$ cat src/rtl/ctrl_word_pipe.sv
// ctrl_word_pipe
//   Consumer side of decode. Takes one rv32i control word per cycle from the
//   ID-stage decoder. Carries it, together with rd and a valid bit, through the
//   EX, MEM and WB pipeline registers. Load-use hazards and data-memory stalls
//   hold ID. Branch flushes squash EX. The block produces the gated regfile
//   write enable and a saturating bubble counter.
//
// Ports
//   clk, rst_n                  clock, async active-low reset
//   id_valid/id_ctrl/id_rd      instruction offered by ID
//   id_rs1, id_rs2              ID source registers (hazard compare)
//   ex_flush                    taken branch/jump resolved in EX
//   dmem_resp                   data-memory response for the MEM-stage access
//   {ex,mem,wb}_{valid,ctrl,rd} pipeline stage registers
//   id_stall                    hold PC and IF/ID
//   wb_load_regfile             gated regfile write enable (never for x0)
//   bubble_count                bubbles injected since reset, saturating

package ctrl_word_pipe_pkg;

    localparam logic [6:0] op_lui   = 7'b0110111;
    localparam logic [6:0] op_auipc = 7'b0010111;
    localparam logic [6:0] op_jal   = 7'b1101111;
    localparam logic [6:0] op_jalr  = 7'b1100111;
    localparam logic [6:0] op_br    = 7'b1100011;
    localparam logic [6:0] op_load  = 7'b0000011;
    localparam logic [6:0] op_store = 7'b0100011;
    localparam logic [6:0] op_imm   = 7'b0010011;
    localparam logic [6:0] op_reg   = 7'b0110011;
    localparam logic [6:0] op_csr   = 7'b1110011;

    typedef struct packed {
        logic [6:0] opcode;
        logic [2:0] aluop;
        logic [2:0] cmpop;
        logic       alumux1_sel;
        logic [2:0] alumux2_sel;
        logic [3:0] regfilemux_sel;
        logic       load_regfile;
        logic       mem_read;
        logic       mem_write;
        logic [3:0] mem_byte_enable;
    } rv32i_control_word;

    typedef struct packed {
        logic              valid;
        rv32i_control_word ctrl;
        logic [4:0]        rd;
    } pipe_stage_t;

endpackage

module ctrl_word_pipe
    import ctrl_word_pipe_pkg::*;
#(
    parameter int CNT_W = 32
) (
    input  logic              clk,
    input  logic              rst_n,
    input  logic              id_valid,
    input  rv32i_control_word id_ctrl,
    input  logic [4:0]        id_rd,
    input  logic [4:0]        id_rs1,
    input  logic [4:0]        id_rs2,
    input  logic              ex_flush,
    input  logic              dmem_resp,
    output logic              ex_valid,
    output rv32i_control_word ex_ctrl,
    output logic [4:0]        ex_rd,
    output logic              mem_valid,
    output rv32i_control_word mem_ctrl,
    output logic [4:0]        mem_rd,
    output logic              wb_valid,
    output rv32i_control_word wb_ctrl,
    output logic [4:0]        wb_rd,
    output logic              id_stall,
    output logic              wb_load_regfile,
    output logic [CNT_W-1:0]  bubble_count
);

    pipe_stage_t      ex_q, ex_d;
    pipe_stage_t      mem_q, mem_d;
    pipe_stage_t      wb_q, wb_d;
    logic [CNT_W-1:0] cnt_q, cnt_d;

    logic mem_stall;
    logic hazard;
    logic cnt_inc;

    assign mem_stall = mem_q.valid
                     & ((mem_q.ctrl.opcode == op_load) | (mem_q.ctrl.opcode == op_store))
                     & ~dmem_resp;

    assign hazard = id_valid & ex_q.valid & (ex_q.ctrl.opcode == op_load)
                  & (ex_q.rd != 5'd0)
                  & ((ex_q.rd == id_rs1) | (ex_q.rd == id_rs2));

    // A flush consumes the ID slot by squashing EX. It therefore overrides
    // the hazard stall. A memory stall freezes everything, including the flush.
    assign id_stall = mem_stall | (hazard & ~ex_flush);

    always_comb begin
        ex_d  = ex_q;
        mem_d = mem_q;
        wb_d  = wb_q;
        if (mem_stall) begin
            wb_d = '0;
        end else begin
            wb_d  = mem_q;
            mem_d = ex_q;
            if (ex_flush || hazard || !id_valid) begin
                ex_d = '0;
            end else begin
                ex_d.valid = 1'b1;
                ex_d.ctrl  = id_ctrl;
                ex_d.rd    = id_rd;
            end
        end
    end

    // Each of mem_stall, flush or hazard injects exactly one bubble per edge.
    assign cnt_inc = mem_stall | ex_flush | hazard;

    always_comb begin
        cnt_d = cnt_q;
        if (cnt_inc && (cnt_q != {CNT_W{1'b1}})) begin
            cnt_d = cnt_q + CNT_W'(1);
        end
    end

    always_ff @(posedge clk or negedge rst_n) begin
        if (!rst_n) begin
            ex_q  <= '0;
            mem_q <= '0;
            wb_q  <= '0;
            cnt_q <= '0;
        end else begin
            ex_q  <= ex_d;
            mem_q <= mem_d;
            wb_q  <= wb_d;
            cnt_q <= cnt_d;
        end
    end

    assign ex_valid  = ex_q.valid;
    assign ex_ctrl   = ex_q.ctrl;
    assign ex_rd     = ex_q.rd;
    assign mem_valid = mem_q.valid;
    assign mem_ctrl  = mem_q.ctrl;
    assign mem_rd    = mem_q.rd;
    assign wb_valid  = wb_q.valid;
    assign wb_ctrl   = wb_q.ctrl;
    assign wb_rd     = wb_q.rd;

    assign wb_load_regfile = wb_q.valid & wb_q.ctrl.load_regfile & (wb_q.rd != 5'd0);
    assign bubble_count    = cnt_q;

endmodule
$ cat config.mk
export PLATFORM = sky130hd
export DESIGN_NAME = ctrl_word_pipe
export DESIGN_NICKNAME = d
export VERILOG_FILES = /design/src/rtl/ctrl_word_pipe.sv
export SDC_FILE = /design/constraint.sdc
export NUM_CORES = 1
export LEC_CHECK = 0
export CAP_MARGIN = 20
export CORE_MARGIN = 2
export CORE_UTILIZATION = 42
export CTS_CLUSTER_DIAMETER = 100
export CTS_CLUSTER_SIZE = 30
export DETAILED_ROUTE_END_ITERATION = 16
export GPL_TIMING_DRIVEN = 0
export PLACE_DENSITY = 0.77
export SLEW_MARGIN = 0
export SYNTH_ARGS = -nofsm -noshare
export SYNTH_HDL_FRONTEND = slang
export SYNTH_SLANG_ARGS = --single-unit
$ cat constraint.sdc
create_clock -name clk -period 2.3 [get_ports clk]
set_input_delay 0.345 -clock clk [delete_from_list [all_inputs] [get_ports clk]]
set_output_delay 0.345 -clock clk [all_outputs]
set_load 0.05 [all_outputs]
==> results.py, run 1 <==
metrics = {
    "floorplanning": {
        "start_util": 0.431,
        "die_height_um": 115,
        "dieArea_um2": 13200,
        "rows": 40,
        "core_area_um2": 12000,
        "die_w_um": 115,
        "io_pins": 184,
    },
    "clock_network": {
        "root_buffer": "clkbuf_16",
        "clock_sinks": 134,
        "clock_path_buffers": 2,
        "h-tree-depth": 4,
        "cts_tree": "yes",
        "path_clk_slew_ns": 0.06,
        "clock_latency_ns": 0.42,
        "numCtsBuffers": 17,
    },
    "sta": {
        "max-slew-margin-rel": 0.606,
        "tightestPinTransition_ns": 0.591,
        "finalHoldViolations": 0,
        "drv_slew": 0,
        "post-route-period-util": 0.979,
        "fin_skew_ns": 0.00621,
        "fin_crit_ns": 2.25,
        "rsz0062_at_grt": "true",
        "setup_viol": 0,
        "fmax_mhz": 444,
        "holdWs_ns": 0.439,
    },
    "finish": {
        "utilization": 0.668,
        "nets": 695,
        "layout-drive-gt1-share": 0.118,
        "final_cell_area_um2": 8020,
        "antenna_cells": 0,
        "syn_to_final_growth_pct": 55.0,
    },
    "route": {
        "first_pass_iters": 4,
        "drc": 0,
        "antenna_left": 0,
        "viasPerCell": 4.94,
        "wl_mm": 13.6,
        "wire_per_inst_um": 16.9,
        "vias": 3980,
        "drt_iter0_drc": 239,
    },
    "placed_design": {
        "dp_hpwl_mm": 9.72,
        "io_buffer_count": 183,
        "gp_congestion": 0.790,
        "postPlaceCellArea_um2": 7230,
    },
    "synth": {
        "synthMuxAreaShare": 0.00218,
        "synthCells": 433,
        "synth_seq_cells": 134,
        "synth_xor_area_frac": 0.0694,
        "synth-simple-area-share": 0.182,
        "synth_top_area_share": 0.648,
        "ys_seq_area_frac": 0.648,
        "yosysTopAreaCell": "dfrtp_1",
        "yosys_warnings": 0,
        "syn_nets": 482,
        "synth-compound-area-share": 0.0723,
        "synth_cell_type_count": 32,
        "synth_top_family_by_area": "simple AND/OR/NAND/NOR gates",
        "synthAdderAreaFrac": 0.00242,
        "avgSynthCellArea_um2": 11.9,
        "synthTopCellsByArea": "dfrtp_1 65%, nand2_1 6.8%, xnor2_1 6.6%",
        "netlist_area_um2": 5170,
    },
    "pwr": {
        "p_leak_nw": 3.63,
        "powerDensity_nw_per_um2": 803,
        "ir_drop_uv": 391,
    },
    "grt": {
        "grt_pass1_wl_mm": 20.7,
        "grt_pass1_vias": 3911,
        "antenna_found_initial": 0,
        "grt_overflow_total": 0,
        "grt_max_degree": 88,
        "grtUsageTotal": 0.209,
    },
    "setup_path": {
        "critPathRequiredTime_ns": 2.63,
        "critPathKind": "register to register",
        "rrSetupSlack_ns": 0.05,
        "crit_family": "simple AND/OR/NAND/NOR gates",
        "cp_max_fo": 7,
        "setup.worst_path.end_class": "register",
        "r2r_start": "ex_rd[2]",
        "reg2reg_depth": 9,
        "cp_slowest_cell": "or4_4",
        "crit_chain": "or4_4 > nor2_4 > nor3_4 > a211oi_4 > buf_4 > a21oi_4 > buf_6 > nand3_1 > xnor2_1",
        "cpPeakStageDelay_ns": 0.55,
        "crit_path_start_kind": "register",
        "worstPathArrival_ns": 2.58,
        "rr_endpoint": "bubble_count[4]",
        "critPathBufInv": 2,
    },
    "worst_hold_path": {
        "hold_path_class": "primary input to async pin",
    },
    "job": {
        "maxCapViolCount": 0,
    },
    "run_status": {
        "outcome": "complete, no violations",
    },
}
==> cells in the final DEF (no fill, tap or decap), types with 2 or more instances in the layout <==
cell type	instances
clkdlybuf4s50_1	180
nor3_4	3
buf_6	8
a22o_1	33
xor2_1	2
nand2_1	94
nand3_1	19
clkbuf_16	17
dfrtp_2	13
clkinv_2	2
nand4_1	11
and2_1	36
and3_1	8
nand2b_1	3
dfrtp_1	121
buf_4	9
and3_4	2
bufinv_16	3
clkinvlp_4	2
xnor2_1	38
and4_1	2
clkbuf_1	23
nor2_1	4
==> sequential cells by signal (all words and copies together) (netlist names) <==
name,flops
ex_rd,5
bubble_count,32
wb_valid,1
ex_valid,1
wb_rd,5
mem_rd,5
mem_valid,1
ex_ctrl,28
wb_ctrl,28
mem_ctrl,28
==> metal layers <==
metal  vias up  routed length (um)  global-route usage
met5         -                   0                   0
met2       138                6990               0.341
met1      1937                5610               0.268
met3        18                 742              0.0522
li1       1887                   -                   -
met4         0                 257              0.0843
==> area by class of cell <==
class / instances / area, um^2
Sequential cell: 134 / 3370
Fill cell: 916 / 3990
Buffer: 23 / 131
Tap cell: 147 / 184
Multi-Input combinational cell: 274 / 1790
Clock buffer: 24 / 462
Timing Repair Buffer: 196 / 1960
Clock inverter: 8 / 124
==> Yosys cell counts <==
library cell,number
nand3b_1,1
a211oi_4,1
buf_2,1
ha_1,1
nand3_1,19
mux2_2,1
nor4_1,1
dfrtp_1,134
nand4_1,11
or3_1,1
and4_1,3
and3_1,11
nand2_1,94
o22ai_1,1
clkbuf_1,20
a22o_1,33
a2111oi_4,1
and2_1,37
xor2_1,2
nand2b_1,3
nor3_1,1
nor2_1,5
xnor2_1,39
buf_4,1
buf_6,3
a21o_1,1
or4_1,1
nor3_2,2
o311a_1,1
o21ai_0,1
a21oi_2,1
nor4b_1,1
==> worst max path at each step <==
stage	to	startpoint	depth (start not counted)
after global placement	mem_ctrl[27]	rst_n	1
after detailed placement	id_stall	dmem_resp	7
after global routing	bubble_count[17]	mem_ctrl[25]	8
after floorplan	bubble_count[24]	ex_ctrl[23]	7
after CTS	id_stall	ex_rd[4]	6
final	bubble_count[4]	ex_rd[2]	9
==> cell families (layout without fill, tap and decap cells) <==
| kind of cell | count (synthesis) | count (layout) |
|---|---|---|
| simple gates | 191 | 191 |
| flops | 134 | 134 |
| xor+xnor | 41 | 41 |
| compound gates | 40 | 40 |
| buf+inv | 25 | 251 |
| fa+ha+maj | 1 | 1 |
| mux | 1 | 1 |
==> power breakdown <==
group	switching, W	internal [W]
Sequential	0.000124	0.00250
Combinational	0.000700	0.000427
Clock	0.000963	0.00173
Total	0.00179	0.00465
==> metrics by stage <==
stage                     total power [W]  setup TNS (ns)  instances  worst slack [ns]
after floorplan                   0.00329               0        433            0.0140
after global placement            0.00374         -584.28        763             -4.59
after detailed placement          0.00376          -31.49        764            -0.760
after CTS                         0.00647         -0.0119        800           -0.0119
after global routing              0.00666          -0.379        806           -0.0281
final                             0.00644               0        806            0.0475
==> timing repair <==
item,in CTS,in global routing
setup buffers,5,5
hold buffers,1,0
setup endpoints to repair,63,51
endpoints found under the hold margin,47,0
pin swaps,2,5
resized for setup,18,21
gates cloned,0,1
Power figures use the tool's default switching activity.
==> run 2, diff against run 1 <==
Settings changed: ABC_AREA set to 1, PLACE_DENSITY 0.77 to 0.74.
==> run 2 against run 1 <==
Compared with the run above: synthesized cell count increased by 76%; highest routed layer unchanged; largest cell class unchanged; count of clock-buffer cells in the layout unchanged; clock skew increased by 0.0065 ns; critical path depth decreased by 3; sequential power decreased by 2%; total power decreased by 2.7%.
==> results.py, run 2 <==
metrics = {
    "setup_path": {
        "cp_max_fo": 9,
        "rr_endpoint": "mem_ctrl[1]",
        "critPathRequiredTime_ns": 1.96,
        "reg2reg_depth": 8,
        "crit_path_start_kind": "register",
        "critPathKind": "register to primary output",
        "worstPathArrival_ns": 1.88,
        "setup.worst_path.end_class": "primary output",
        "rrSetupSlack_ns": 0.15,
        "r2r_start": "mem_ctrl[27]",
    },
    "grt": {
        "grt_pass1_vias": 5584,
        "met1_usage": 0.287,
        "grt_max_degree": 103,
        "grt_pass1_wl_mm": 28.7,
        "grtUsageTotal": 0.237,
        "grt_use_met3": 0.0842,
        "grt-busiest-layer": "met2",
        "antenna_found_initial": 0,
        "grt_overflow_total": 0,
        "use_met2": 0.389,
    },
    "synth": {
        "synth_flop_cell": "dfrtp_1",
        "yosysMostFrequentCell": "nand2_1",
        "synth_seq_cells": 134,
        "syn_nets": 810,
        "synth_edf_count": 0,
        "yosysTopAreaCell": "dfrtp_1",
        "synthTopCellsByArea": "dfrtp_1 55%, nand2_1 17%, nor2_1 5.8%",
        "synthArstFlopShare": 1.00,
        "synth_cell_type_count": 25,
        "synthCells": 761,
        "avgSynthCellArea_um2": 8.06,
        "yosys_warnings": 0,
        "synth_top_area_share": 0.547,
        "synthTopCellsByCount": "282 x nand2_1, 134 x dfrtp_1, 94 x nor2_1",
        "ys_seq_area_frac": 0.547,
        "netlist_area_um2": 6130,
    },
    "sta": {
        "fin_setup_tns_ns": 0,
        "holdWs_ns": 0.289,
        "max-slew-margin-rel": 0.552,
        "finalHoldViolations": 0,
        "drv_slew": 0,
        "fmax_mhz": 449,
        "setup_viol": 0,
        "fin_crit_ns": 2.23,
        "fin_skew_ns": 0.0127,
        "tightestPinTransition_ns": 0.670,
        "post-route-period-util": 0.968,
    },
    "placed_design": {
        "postPlaceCellArea_um2": 8220,
        "dp_hpwl_mm": 13.4,
        "dp.cells": 1128,
        "io_buffer_count": 182,
        "gp_congestion": 0.940,
    },
    "floorplanning": {
        "dieArea_um2": 15600,
        "core_area_um2": 14400,
        "die_w_um": 125,
        "start_util": 0.425,
        "io_pins": 184,
        "die_height_um": 125,
        "rows": 44,
    },
    "worst_hold_path": {
        "hp-start": "id_valid",
        "worst_hold_path.endpoint": "ex_ctrl[7]",
        "min_path_cells": 3,
        "hold_path_class": "primary input to register",
    },
    "pwr": {
        "powerDensity_nw_per_um2": 710,
        "ir_drop_uv": 477,
        "combPwrFrac": 0.160,
        "p_int_w": 0.00452,
        "pwr-share-seq": 0.412,
        "clock_power_share": 0.428,
        "p_total_w": 0.00627,
        "p_leak_nw": 4.15,
        "power_switching_w": 0.00175,
        "p_sw_frac": 0.279,
    },
    "job": {
        "maxCapViolCount": 0,
    },
    "finish": {
        "antenna_cells": 0,
        "syn_to_final_growth_pct": 44.0,
        "instances_no_fill": 1160,
        "layout-drive-gt1-share": 0.0656,
        "nets": 1013,
        "largest_register_ffs": 32,
        "final_cell_area_um2": 8830,
        "layout_common_cells": "282 x nand2_1, 179 x clkdlybuf4s50_1, 130 x dfrtp_1",
        "final_common_cell": "nand2_1",
    },
    "route": {
        "drt_iter0_drc": 432,
        "vias": 5654,
        "viasPerCell": 4.87,
        "wire_per_inst_um": 15.5,
        "antenna_left": 0,
        "drc": 0,
        "wl_mm": 18.0,
        "first_pass_iters": 5,
    },
    "clock_network": {
        "h-tree-depth": 4,
        "clock_sinks": 134,
        "cts_tree": "yes",
        "path_clk_slew_ns": 0.06,
        "root_buffer": "clkbuf_16",
        "numCtsBuffers": 17,
        "clock_latency_ns": 0.42,
        "clock_path_buffers": 2,
    },
    "run_status": {
        "outcome": "complete, no violations",
    },
}
-- run 2: cell count changes after synthesis, moves of 11 or more --
cell / change
xnor2_1: -33
nand3_1: +21
and3_1: -11
nand4_1: +22
o21ai_0: +28
nand2_1: +188
and2_1: -37
nor2_1: +89
inv_1: +59
nand3b_1: +15
a22o_1: -33
-- run 2: timing repair --
action / CTS / global route
resized for setup: 10 / 10
hold buffers: 1 / 0
endpoints found under the hold margin: 32 / 0
buffers inserted: 0 / 1
setup endpoints to repair: 2 / 22
-- run 2: cell type report --
class	instances	area, um^2
Sequential cell	134	3360
Buffer	35	164
Clock buffer	24	492
Fill cell	1237	5590
Clock inverter	7	95.1
Tap cell	184	230
Inverter	61	233
Multi-Input combinational cell	530	2390
Timing Repair Buffer	185	1860
-- run 2: per-layer routing --
layer / part of all wire / up-vias
met5: 0 / -
met4: 0.022 / 0
met3: 0.096 / 30
met2: 0.48 / 220
met1: 0.40 / 2606
li1: - / 2798
-- run 2: power by group through the flow --
stage / registers, W / logic [W] / clock network, W
3_3_place_gp: 0.00262 / 0.000988 / 0
4_1_cts: 0.00258 / 0.00101 / 0.00271
5_1_grt: 0.00260 / 0.00107 / 0.00281
3_5_place_dp: 0.00262 / 0.00100 / 0
6_report: 0.00258 / 0.00100 / 0.00268
2_1_floorplan: 0.00297 / 0.000214 / 0
-- run 2: kinds of logic (layout without fill, tap and decap cells) --
family / after synthesis / count (layout) / share of synthesized area
AO/OA/AOI/OAI: 30 / 30 / 0.0251
XOR/XNOR: 17 / 17 / 0.0243
adder cells (fa/ha/maj): 1 / 1 / 0.00204
buffers and inverters: 97 / 312 / 0.0647
flip-flops: 134 / 134 / 0.547
AND/OR/NAND/NOR: 482 / 482 / 0.337
-- run 2: how the worst max path moves through the flow --
stage	startpoint	end	slack, ns
after floorplan	bubble_count[0]	bubble_count[11]	0.22
after global placement	rst_n	wb_ctrl[27]	-4.38
after detailed placement	dmem_resp	id_stall	-0.74
after CTS	mem_ctrl[27]	id_stall	-0.03
after global routing	mem_ctrl[27]	id_stall	-0.006
final	mem_ctrl[27]	id_stall	0.07
-- run 2: metrics by stage --
step | utilization | worst slack, ns
floorplan | - | 0.221
global placement | 0.568 | -4.38
detailed placement | 0.570 | -0.743
CTS | 0.611 | -0.0344
global route | 0.612 | -0.00640
finish | 0.612 | 0.0727
-- run 2: critical path, stage by stage (launching register included) --
cell,delay (ns)
dfrtp_1,0.41
nor2_1,0.21
nand2_1,0.13
nor2_4,0.26
clkinvlp_4,0.18
o21ai_2,0.08
buf_6,0.18
==> RTL change (config.mk and constraints of run 1) <==
Set the parameter `CNT_W` to 48 (it was 32).
--- a/src/rtl/ctrl_word_pipe.sv
+++ b/src/rtl/ctrl_word_pipe.sv
@@ -54,5 +54,5 @@
     import ctrl_word_pipe_pkg::*;
 #(
-    parameter int CNT_W = 32
+    parameter int CNT_W = 48
 ) (
     input  logic              clk,
Interface: changed (resized bubble_count); port bits go from 184 to 200. The function was not compared with the original's and may differ.
==> RTL change against run 1 <==
Sequential cell count rose by 16; highest routed layer unchanged; design area increased by 16%; non-clock buffer count is 35 higher; wire length rose by 20%; power increased by 9.0%; largest cell class unchanged; via count rose by 22%; clock power increased by 6%; worst setup slack got worse by 0.015 ns; die area rose by 14%; critical path depth is 3 lower; clock skew about the same; area after synthesis up 15%; sequential share of layout area is 1.4 points lower.
==> RTL change: results (changes against run 1) <==
- Status: completed
- Most frequent cells after synthesis: dfrtp_1 (150), nand2_1 (112), xnor2_1 (46)
- Achievable Freq: 0.4409 GHz (-0.68%)
- Seq/total area: 0.4064 (-0.01390)
- Number of clock-tree buffers in the layout: 18 (-25%)
- Multi-input combinational area share: 0.2399 (+0.01709)
- Main area contributors after synthesis: dfrtp_1 (63%), nand2_1 (7.1%), xnor2_1 (6.8%)
- Die area: 15090 µm² (+14%)
- WL/cell: 17.08 µm (+1.2%)
- Post-CTS Setup Bufs: 15 (+10)
- Design area: 9293 µm² (+16%)
- Met3 usage: 0.06506 (+0.01287)
- Number of port buffers: 199 (+8.7%)
- Leak: 4.131 nW (+14%)
- Layout non-clock buf frac: 0.2626 (+0.001632)
- GRT Util Overall: 0.2178 (+0.009233)
- First-pass GRT wire length: 24870 µm (+20%)
- Non-clock inverters: 3 (+3)
- DR WL met3: 1185 µm (+60%)
- Post-CTS Resized: 35 (+17)
- Routed wl met2: 8464 µm (+21%)
- Met1 GRT Util: 0.2616 (-0.006327)
- Peak supply drop: 464.3 µV (+19%)
- Worst Skew: 0.006089 ns (-0.0001203 ns)
- Final GP Congestion: 0.8728 (+10%)
- Clock Network Area Fraction: 0.06571 (-0.007328)
- Filler cells: 1002 (+9.4%)
- Netlist cell types: 35 (+9.4%)
- Pre-CTS setup slack: -0.7477 ns (+0.01194 ns)
- R2R Path End: bubble_count[23]$_DFFE_PN0P_
- Met2 usage: 0.3664 (+0.02558)
- CP Max Fanout: 5 (-2)
- DRT met1 WL: 6400 µm (+14%)
- Routed WL: 16330 µm (+20%)
- Min Hold Slack: 0.4450 ns (+0.005702 ns)
- Dpl cell area: 8225 µm² (+14%)
- # clock sinks: 150 (+12%)
-- RTL change: worst min-delay path by stage --
stage,end,cells after the start
3_5_place_dp,bubble_count[41]$_DFFE_PN0P_,1
4_1_cts,bubble_count[44]$_DFFE_PN0P_,2
2_1_floorplan,bubble_count[0]$_DFFE_PN0P_,0
3_3_place_gp,bubble_count[7]$_DFFE_PN0P_,1
5_1_grt,bubble_count[43]$_DFFE_PN0P_,2
6_report,bubble_count[43]$_DFFE_PN0P_,2
-- RTL change: logic make-up after synthesis --
group                      count (synthesis)  synth area share
AOI/OAI and AO/OA                         39           0.05822
xor gates and xnor gates                  57           0.08416
adders and majority gates                  1          0.002109
buffers and inverters                     28           0.02088
DFF                                      150            0.6328
and+or+nand+nor                          240            0.2019
-- RTL change: report_power, final --
group,leakage (nW),internal (mW),switching [mW],total (mW)
sequential,1.98,2.78,0.168,2.95
clock,0.293,1.74,1.10,2.84
combinational,1.86,0.464,0.765,1.23
total,4.13,4.99,2.03,7.02
